==> config.mk <==
export PLATFORM = sky130hd
export DESIGN_NAME = sram_bus_slave
export DESIGN_NICKNAME = d
export VERILOG_FILES = /design/src/rtl/sram_bus_slave.sv
export SDC_FILE = /design/constraint.sdc
export NUM_CORES = 1
export LEC_CHECK = 0
export ABC_AREA = 1
export CORE_ASPECT_RATIO = 0.7
export CORE_MARGIN = 1.5
export CORE_UTILIZATION = 41
export CTS_BUF_LIST = sky130_fd_sc_hd__clkbuf_8
export DETAILED_ROUTE_END_ITERATION = 12
export PLACE_DENSITY = 0.88
export SLEW_MARGIN = 20
export SYNTH_ARGS = -nofsm -noshare
export SYNTH_HDL_FRONTEND = slang
export SYNTH_SLANG_ARGS = --single-unit
==> constraint.sdc <==
create_clock -name i_clk -period 1.3 [get_ports i_clk]
set_input_delay 0.26 -clock i_clk [delete_from_list [all_inputs] [get_ports i_clk]]
set_output_delay 0.26 -clock i_clk [all_outputs]
set_load 0.01 [all_outputs]
==> src/rtl/sram_bus_slave.sv <==
// Bus-to-asynchronous-SRAM bridge: latches each master request and sequences ce_n/oe_n/we_n with a one-cycle ack.
// Optional single-entry read cache is enabled by defining SRAM_BUS_READ_CACHE_EN.
module sram_bus_slave #(
  parameter int ADDR_W  = 16,
  parameter int RD_WAIT = 2,
  parameter int WR_WAIT = 2
) (
  input  logic              i_clk,
  input  logic              i_reset,
  input  logic [15:0]       i_addr,
  input  logic [7:0]        i_dat,
  output logic [7:0]        o_dat,
  input  logic              i_cs,
  input  logic              i_we,
  output logic              o_ack,
  output logic [ADDR_W-1:0] o_sram_addr,
  output logic [7:0]        o_sram_dat,
  output logic              o_sram_dat_oe,
  input  logic [7:0]        i_sram_dat,
  output logic              o_sram_ce_n,
  output logic              o_sram_oe_n,
  output logic              o_sram_we_n
);

  localparam int CNT_W = 8;

  typedef enum logic [2:0] {
    IDLE     = 3'd0,
    READ     = 3'd1,
    WR_SETUP = 3'd2,
    WR_PULSE = 3'd3,
    WR_HOLD  = 3'd4,
    ACK      = 3'd5
  } state_t;

  state_t             state_q, state_d;
  logic [CNT_W-1:0]   cnt_q, cnt_d;
  logic [ADDR_W-1:0]  addr_q, addr_d;
  logic [7:0]         wdat_q, wdat_d;
  logic [7:0]         rdat_q, rdat_d;
  logic               ack_q, ack_d;
  logic               ce_n_q, ce_n_d;
  logic               oe_n_q, oe_n_d;
  logic               we_n_q, we_n_d;
  logic               dat_oe_q, dat_oe_d;

`ifdef SRAM_BUS_READ_CACHE_EN
  logic               cache_valid_q, cache_valid_d;
  logic [ADDR_W-1:0]  cache_tag_q, cache_tag_d;
  logic [7:0]         cache_data_q, cache_data_d;
  logic               cache_match_s;

  assign cache_match_s = cache_valid_q && (cache_tag_q == i_addr[ADDR_W-1:0]);
`endif

  // Next-state, request latching and read capture.
  always_comb begin
    state_d = state_q;
    cnt_d   = cnt_q;
    addr_d  = addr_q;
    wdat_d  = wdat_q;
    rdat_d  = rdat_q;
`ifdef SRAM_BUS_READ_CACHE_EN
    cache_valid_d = cache_valid_q;
    cache_tag_d   = cache_tag_q;
    cache_data_d  = cache_data_q;
`endif
    case (state_q)
      IDLE: begin
        if (i_cs) begin
          addr_d = i_addr[ADDR_W-1:0];
          wdat_d = i_dat;
          if (i_we) begin
            state_d = WR_SETUP;
`ifdef SRAM_BUS_READ_CACHE_EN
            if (cache_match_s) begin
              cache_data_d = i_dat;
            end else begin
              cache_data_d = cache_data_q;
            end
`endif
          end else begin
`ifdef SRAM_BUS_READ_CACHE_EN
            if (cache_match_s) begin
              state_d = ACK;
              rdat_d  = cache_data_q;
            end else begin
              state_d = READ;
              cnt_d   = CNT_W'(RD_WAIT - 1);
            end
`else
            state_d = READ;
            cnt_d   = CNT_W'(RD_WAIT - 1);
`endif
          end
        end else begin
          state_d = IDLE;
        end
      end
      READ: begin
        if (cnt_q == 8'd0) begin
          rdat_d  = i_sram_dat;
          state_d = ACK;
`ifdef SRAM_BUS_READ_CACHE_EN
          cache_valid_d = 1'b1;
          cache_tag_d   = addr_q;
          cache_data_d  = i_sram_dat;
`endif
        end else begin
          cnt_d = cnt_q - 8'd1;
        end
      end
      WR_SETUP: begin
        state_d = WR_PULSE;
        cnt_d   = CNT_W'(WR_WAIT - 1);
      end
      WR_PULSE: begin
        if (cnt_q == 8'd0) begin
          state_d = WR_HOLD;
        end else begin
          cnt_d = cnt_q - 8'd1;
        end
      end
      WR_HOLD: state_d = ACK;
      ACK:     state_d = IDLE;
      default: state_d = IDLE;
    endcase
  end

  // Strobes are decoded from the next state so the registered pins line up with the state they belong to.
  always_comb begin
    ack_d    = 1'b0;
    ce_n_d   = 1'b1;
    oe_n_d   = 1'b1;
    we_n_d   = 1'b1;
    dat_oe_d = 1'b0;
    case (state_d)
      READ: begin
        ce_n_d = 1'b0;
        oe_n_d = 1'b0;
      end
      WR_SETUP, WR_HOLD: begin
        ce_n_d   = 1'b0;
        dat_oe_d = 1'b1;
      end
      WR_PULSE: begin
        ce_n_d   = 1'b0;
        we_n_d   = 1'b0;
        dat_oe_d = 1'b1;
      end
      ACK:     ack_d = 1'b1;
      default: ack_d = 1'b0;
    endcase
  end

  // State and output registers; reset aborts any access on the same edge.
  always_ff @(posedge i_clk) begin
    if (i_reset) begin
      state_q  <= IDLE;
      cnt_q    <= 8'd0;
      addr_q   <= '0;
      wdat_q   <= 8'h00;
      rdat_q   <= 8'h00;
      ack_q    <= 1'b0;
      ce_n_q   <= 1'b1;
      oe_n_q   <= 1'b1;
      we_n_q   <= 1'b1;
      dat_oe_q <= 1'b0;
    end else begin
      state_q  <= state_d;
      cnt_q    <= cnt_d;
      addr_q   <= addr_d;
      wdat_q   <= wdat_d;
      rdat_q   <= rdat_d;
      ack_q    <= ack_d;
      ce_n_q   <= ce_n_d;
      oe_n_q   <= oe_n_d;
      we_n_q   <= we_n_d;
      dat_oe_q <= dat_oe_d;
    end
  end

`ifdef SRAM_BUS_READ_CACHE_EN
  // Read cache entry.
  always_ff @(posedge i_clk) begin
    if (i_reset) begin
      cache_valid_q <= 1'b0;
      cache_tag_q   <= '0;
      cache_data_q  <= 8'h00;
    end else begin
      cache_valid_q <= cache_valid_d;
      cache_tag_q   <= cache_tag_d;
      cache_data_q  <= cache_data_d;
    end
  end
`endif

  assign o_dat         = rdat_q;
  assign o_ack         = ack_q;
  assign o_sram_addr   = addr_q;
  assign o_sram_dat    = wdat_q;
  assign o_sram_dat_oe = dat_oe_q;
  assign o_sram_ce_n   = ce_n_q;
  assign o_sram_oe_n   = oe_n_q;
  assign o_sram_we_n   = we_n_q;

endmodule

==> flow_summary_export.csv, run 1 <==
group,metric,value,unit
floorplan,die_x,87.1,µm
grt,grt_overflow,0,
cells_and_area,antenna_cells,0,
timing,timing.fmax,0.738,GHz
run_status,violations,"negative setup slack",
synth,synth_largest_area_cell,"dfxtp_1",
critical_path,max_stage_delay,0.34,ns
timing,final.setup_skew,0.00688,ns
synth,syn_nets,310,
clock_tree,htree_levels,2,
route,routed_wirelength,5510,µm
placement,placed_cells,424,
critical_path,critical_path.slowest_cell,"dfxtp_2",
floorplan,initial_core_util,0.424,
grt,grt_start_max_net_pins,34,
placement,dp_hpwl,3930,µm
clock_tree,cts_hold_buf,0,
synth,ys_types,24,
critical_path,reg2regPathDepth,9,
clock_tree,cts.sinks,48,
route,wire_per_inst,12.7,µm
grt,grt_usage,0.210,
synth,synth_area,2030,µm²
run_status,status,"finished, violations left",
timing,relSlewSlack,0.840,
worst_hold_path,holdPathEnd,"o_sram_addr[3]$_SDFFE_PP0P_",
route,wl_met3,374,µm
clock_tree,clock_latency,0.30,ns
cells_and_area,layout.nets,403,
cells_and_area,layout_common_cells,"nor2_1 (79), dfxtp_1 (43), dlygate4sd2_1 (37)",
pwr,ir_drop,0.00133,V
grt,antenna_found_initial,0,
grt,grt_pass1_wl,8750,µm
route,drtIter0Drc,125,
route,vias,2074,
pwr,p_leak,1.48,nW
critical_path,required,1.53,ns
route,postRouteAntennaNets,0,
timing,tightest_slew,0.241,ns
critical_path,regToRegEndpoint,"o_dat[6]$_SDFFE_PP0P_",
critical_path,critPathMaxFanout,6,
timing,period_needed,1.35,ns
timing,setup-violations-final,12,
critical_path,rrSetupSlack,-0.05,ns
cells_and_area,area_delta_synth_final,56.3,%
floorplan,dieArea,5380,µm²
synth,ys_async_sr_fraction,0,
floorplan,core-area,4780,µm²
floorplan,fp.dieH,61.8,µm
worst_hold_path,min_from,"o_sram_addr[3]$_SDFFE_PP0P_",
route,highest_layer,"met4",
timing,drv_slew,0,
route,first_pass_iters,4,
synth,synth_seq_cells,48,
critical_path,critPathKind,"reg -> reg",
route,m1WireLength,2500,µm
critical_path,worstPathArrival,1.59,ns
synth,synthFlopType,"dfxtp_1",
critical_path,start_kind,"flop",
clock_tree,cts_root_buffer,"clkbuf_8",
clock_tree,numCtsBuffers,5,
critical_path,path_cells,"inv_2 > ha_4 > nand2_4 > nor2_8 > nand2_8 > nor2_8 > buf_12 > o21ai_2 > nor2_1",
timing,worst_slack,-0.0544,ns
pwr,power_density,2400,nW/µm²
clock_tree,cts_buffer_depth,2,
worst_hold_path,whs_path_depth,2,
clock_tree,cts_tree,"yes",
floorplan,fp-row-count,21,
route,met2WireLength,2600,µm
route,via_per_inst,4.77,
timing,hold_viol_final,0,
cells_and_area,final_util,0.663,
worst_hold_path,hold_class,"reg -> reg",
synth,ys_warn_count,0,
synth,synth.avg_cell_area,7.46,µm²
cells_and_area,drive_gt1_frac,0.205,
timing,rsz0062_at_grt,"yes",
placement,gp_routability_congestion,0.875,
synth,synth_cells,272,
flow_run,max-cap-violations,0,
route,drc,0,
synth,synth_top_area_share,0.474,
grt,grt_pass1_vias,1969,
placement,io_buffers,72,
critical_path,r2r_start,"cnt_q[0]$_SDFFE_PP0P_",
synth,ys_seq_area_frac,0.474,
cells_and_area,final_common_cell,"nor2_1",
synth,synth_edf_count,0,
timing,period_share,1.04,
cells_and_area,fin_cells,435,
synth,yosys-top-cells-area,"dfxtp_1 (47%), nor2_1 (16%), o21ai_0 (8.1%)",
floorplan,io_pins,73,
critical_path,endpoint_kind,"flop",
clock_tree,clk_pin_slew,0.09,ns
critical_path,crit_top_cell,"nor2_8",
==> Yosys cell counts (2+ instances only) <==
cell      count
clkbuf_1      4
inv_1        19
buf_2         2
xor2_1        2
ha_1          2
nor2_8        2
nand4_1       2
nor2_4        3
nand3_1      11
nor2_1       87
dfxtp_1      48
a21oi_1       7
o21ai_0      33
nor3_1        4
nor2_2        7
buf_4         2
nand2_4       2
inv_2         3
o21ai_1       3
nand2_1      25
==> critical path, delay by kind of cell (launching register included) <==
| family | cells | cell delay [ns] |
|---|---|---|
| buf+inv | 2 | 0.20 |
| flops | 1 | 0.34 |
| simple gates | 5 | 0.55 |
| compound gates | 1 | 0.05 |
| fa+ha+maj | 1 | 0.14 |
==> cells by family (layout without fill, tap and decap cells) <==
kind of cell | after synthesis | count (layout) | share of synthesized area
and+or+nand+nor | 145 | 145 | 0.333
buffers and inverters | 32 | 126 | 0.0660
xor gates and xnor gates | 2 | 2 | 0.00864
AOI/OAI and AO/OA | 43 | 43 | 0.106
adders and majority gates | 2 | 2 | 0.0123
DFF | 48 | 48 | 0.474
==> what timing repair did <==
item	in CTS	in global routing
pin swaps	9	13
setup buffers	2	1
endpoints found under the setup margin	79	48
resized for setup	60	20
==> per-layer routing <==
layer | global-route usage | vias to the layer above
met5 | 0 | -
met4 | 0.0438 | 0
met3 | 0.0634 | 7
met2 | 0.375 | 75
met1 | 0.256 | 947
li1 | - | 1045
==> cell type report <==
type	instances	area, µm²
sequential	48	967
tap	69	86.3
clock inverter	3	42.5
timing repair buffer	94	872
inverter	24	106
clock buffer	5	68.8
fill	405	1610
multi-input combinational	192	1030
==> metrics by stage <==
stage          total power (W)  hold slack (ns)  cell area (µm²)  TNS (ns)  worst slack [ns]
2_1_floorplan          0.00455            0.395             2030         0            0.0107
3_3_place_gp           0.00611            0.484             2970     -6.62            -0.212
3_5_place_dp           0.00624            0.499             2970     -9.26            -0.287
4_1_cts                0.00733            0.508             3100    -0.375           -0.0482
5_1_grt                0.00816            0.538             3170     -1.68            -0.127
6_report               0.00760            0.511             3170    -0.392           -0.0544
==> worst max-delay path by stage <==
stage / endpoint / slack [ns] / cells past startpoint / from
2_1_floorplan: cnt_q[7]$_SDFFE_PP0P_ / 0.01 / 10 / cnt_q[0]$_SDFFE_PP0P_
6_report: o_dat[6]$_SDFFE_PP0P_ / -0.05 / 9 / cnt_q[0]$_SDFFE_PP0P_
4_1_cts: o_dat[5]$_SDFFE_PP0P_ / -0.05 / 9 / cnt_q[0]$_SDFFE_PP0P_
5_1_grt: o_dat[4]$_SDFFE_PP0P_ / -0.13 / 9 / cnt_q[1]$_SDFFE_PP0P_
3_5_place_dp: o_sram_ce_n$_SDFF_PP1_ / -0.29 / 8 / i_cs
3_3_place_gp: cnt_q[0]$_SDFFE_PP0P_ / -0.21 / 10 / i_we
==> report_power, final <==
part / switching (W) / internal [W]
Combinational: 0.00236 / 0.00182
Clock: 0.000521 / 0.000570
Sequential: 0.000319 / 0.00201
Total: 0.00320 / 0.00440
==> flip-flops by register name (all words and copies together) (netlist names) <==
register,count
state_q,3
o_dat,8
o_sram_oe_n,1
o_sram_addr,16
o_ack,1
o_sram_dat,8
cnt_q,8
o_sram_ce_n,1
o_sram_we_n,1
o_sram_dat_oe,1
(Power assumes the default switching activity.)
==> inputs of run 2 (changes only) <==
Settings changed: CORE_UTILIZATION 41 to 27, PLACE_DENSITY 0.88 to 0.66.
Clock period 1.3 ns to 1.1 ns, I/O delays scaled along.
==> flow_summary_export.csv, run 2 (synthesized netlist as in run 1, its figures left out) <==
group,metric,value,unit
worst_hold_path,whs_path_depth,3,
route,first_pass_iters,4,
floorplan,io_pins,73,
route,drc,0,
cells_and_area,largest_reg_flops,16,
floorplan,die_x,107,µm
cells_and_area,final_common_cell,"nor2_1",
route,wire_per_inst,12.8,µm
clock_tree,clock_latency,0.31,ns
grt,antenna_found_initial,0,
critical_path,worstPathArrival,1.56,ns
cells_and_area,area_delta_synth_final,80.4,%
critical_path,path_cells,"inv_1 > nor2_4 > buf_4 > buf_4 > a21oi_4 > buf_4 > buf_6 > nor2_1",
route,routed_wirelength,6240,µm
worst_hold_path,holdPathEnd,"o_sram_addr[3]$_SDFFE_PP0P_",
clock_tree,htree_levels,2,
timing,rsz0062_at_grt,"yes",
floorplan,dieArea,8050,µm²
grt,grt_pass1_wl,9800,µm
route,drtIter0Drc,156,
cells_and_area,seq_area,1010,µm²
critical_path,critPathMaxFanout,4,
cells_and_area,drive_gt1_frac,0.528,
cells_and_area,multi_input_area,1250,µm²
placement,dp_hpwl,3940,µm
critical_path,max_stage_delay,0.38,ns
timing,period_share,1.23,
critical_path,r2r_start,"state_q[0]$_SDFF_PP0_",
clock_tree,cts.sinks,48,
clock_tree,numCtsBuffers,5,
critical_path,regToRegEndpoint,"state_q[2]$_SDFF_PP0_",
cells_and_area,antenna_cells,0,
timing,timing.fmax,0.736,GHz
cells_and_area,fillerInstances,702,
timing,relSlewSlack,0.863,
cells_and_area,layout.nets,427,
worst_hold_path,min_from,"i_addr[3]",
worst_hold_path,hold_class,"in -> reg",
critical_path,crit_top_cell,"buf_4",
grt,grt_usage,0.155,
critical_path,endpoint_kind,"flop",
placement,io_buffers,72,
route,via_per_inst,4.49,
timing,final.setup_skew,0.0106,ns
clock_tree,cts_root_buffer,"clkbuf_8",
run_status,violations,"negative setup slack",
critical_path,rrSetupSlack,-0.26,ns
timing,tightest_slew,0.204,ns
pwr,ir_drop,0.00117,V
critical_path,path_delay_family,"buffers and inverters",
critical_path,required,1.31,ns
grt,grt_start_max_net_pins,34,
critical_path,critPathKind,"reg -> reg",
timing,worst_slack,-0.258,ns
grt,grt_overflow,0,
clock_tree,cts_tree,"yes",
critical_path,critical_path.slowest_cell,"dfxtp_4",
grt,grt_pass1_vias,2008,
timing,finalSetupTns,-8.17,ns
pwr,p_leak,1.58,nW
critical_path,cp_num_buf_inv,5,
clock_tree,clk_pin_slew,0.10,ns
timing,setup-violations-final,48,
cells_and_area,layout_common_cells,"nor2_1 (48), dfxtp_2 (36), clkdlybuf4s50_1 (35)",
floorplan,core-area,7290,µm²
route,vias,2189,
placement,gp_routability_congestion,0.891,
critical_path,reg2regPathDepth,8,
run_status,status,"finished, violations left",
timing,drv_slew,0,
clock_tree,cts_hold_buf,0,
pwr,power_density,2940,nW/µm²
timing,hold_viol_final,0,
flow_run,max-cap-violations,0,
critical_path,cp_num_cells,8,
floorplan,fp.dieH,75.5,µm
pwr,finalPower,0.0108,W
timing,period_needed,1.36,ns
floorplan,fp-row-count,26,
route,postRouteAntennaNets,0,
clock_tree,cts_buffer_depth,2,
floorplan,initial_core_util,0.278,
critical_path,start_kind,"flop",
==> run 2: cell types whose count changed in the layout (fill, tap and decap cells not counted), moves of 8 or more <==
cell | before | now
nor2_4 | 4 | 24
dfxtp_2 | 5 | 36
buf_4 | 19 | 34
dlygate4sd2_1 | 37 | 0
clkdlybuf4s15_2 | 0 | 8
dfxtp_1 | 43 | 10
buf_2 | 0 | 25
nor2_2 | 14 | 26
nor2_1 | 79 | 48
==> run 2: worst max-delay path by stage <==
| stage | end | slack (ns) | startpoint |
|---|---|---|---|
| 6_report | state_q[2]$_SDFF_PP0_ | -0.26 | state_q[0]$_SDFF_PP0_ |
| 5_1_grt | o_dat[7]$_SDFFE_PP0P_ | -0.34 | cnt_q[1]$_SDFFE_PP0P_ |
| 4_1_cts | o_dat[3]$_SDFFE_PP0P_ | -0.25 | cnt_q[1]$_SDFFE_PP0P_ |
| 3_5_place_dp | o_sram_addr[15]$_SDFFE_PP0P_ | -0.54 | i_cs |
| 3_3_place_gp | o_sram_ce_n$_SDFF_PP1_ | -0.50 | i_cs |
| 2_1_floorplan | o_dat[0]$_SDFFE_PP0P_ | -0.16 | cnt_q[3]$_SDFFE_PP0P_ |
==> run 2: layout make-up <==
class / instances / share of cell area
well taps: 98 / 0.0335
repair buffers: 114 / 0.266
repair inverters: 3 / 0.0106
flip-flops and latches: 48 / 0.277
multi-input cells: 193 / 0.342
inverters: 24 / 0.0335
clock inverters: 3 / 0.0188
clock buffers: 5 / 0.0188
==> run 2: worst min-delay path, cell delays in order <==
cell and delay, ns:
clkdlybuf4s50_1 0.40, nor2_1 0.10, nor2_1 0.05
==> run 2: per-stage QoR <==
stage               setup WS (ns)  utilization  hold WS (ns)  cell area [µm²]  instances
global placement           -0.505        0.426         0.492             3110        462
detailed placement         -0.541        0.426         0.501             3110        462
finish                     -0.258        0.502         0.486             3660        488
global route               -0.338        0.502         0.495             3660        488
floorplan                  -0.161            -         0.349             2090        272
CTS                        -0.251        0.495         0.475             3600        481
==> run 2: routing by layer <==
metal,GRT usage,vias up,wire length [µm]
met5,0,-,0
li1,-,1097,-
met1,0.209,1019,2860
met3,0.0376,5,422
met4,0.0474,0,58
met2,0.251,68,2890
==> run 2: repair_timing <==
action / 4_1_cts / 5_1_grt
setup buffers: 7 / 7
cloned: 4 / 0
pin swaps: 14 / 6
resized for setup: 193 / 72
setup endpoints to repair: 85 / 80
==> run 2: power by group <==
part | internal [W] | total [W] | switching (W)
registers | 0.00247 | 0.00283 | 0.000368
clock network | 0.000916 | 0.00156 | 0.000643
logic | 0.00289 | 0.00637 | 0.00349
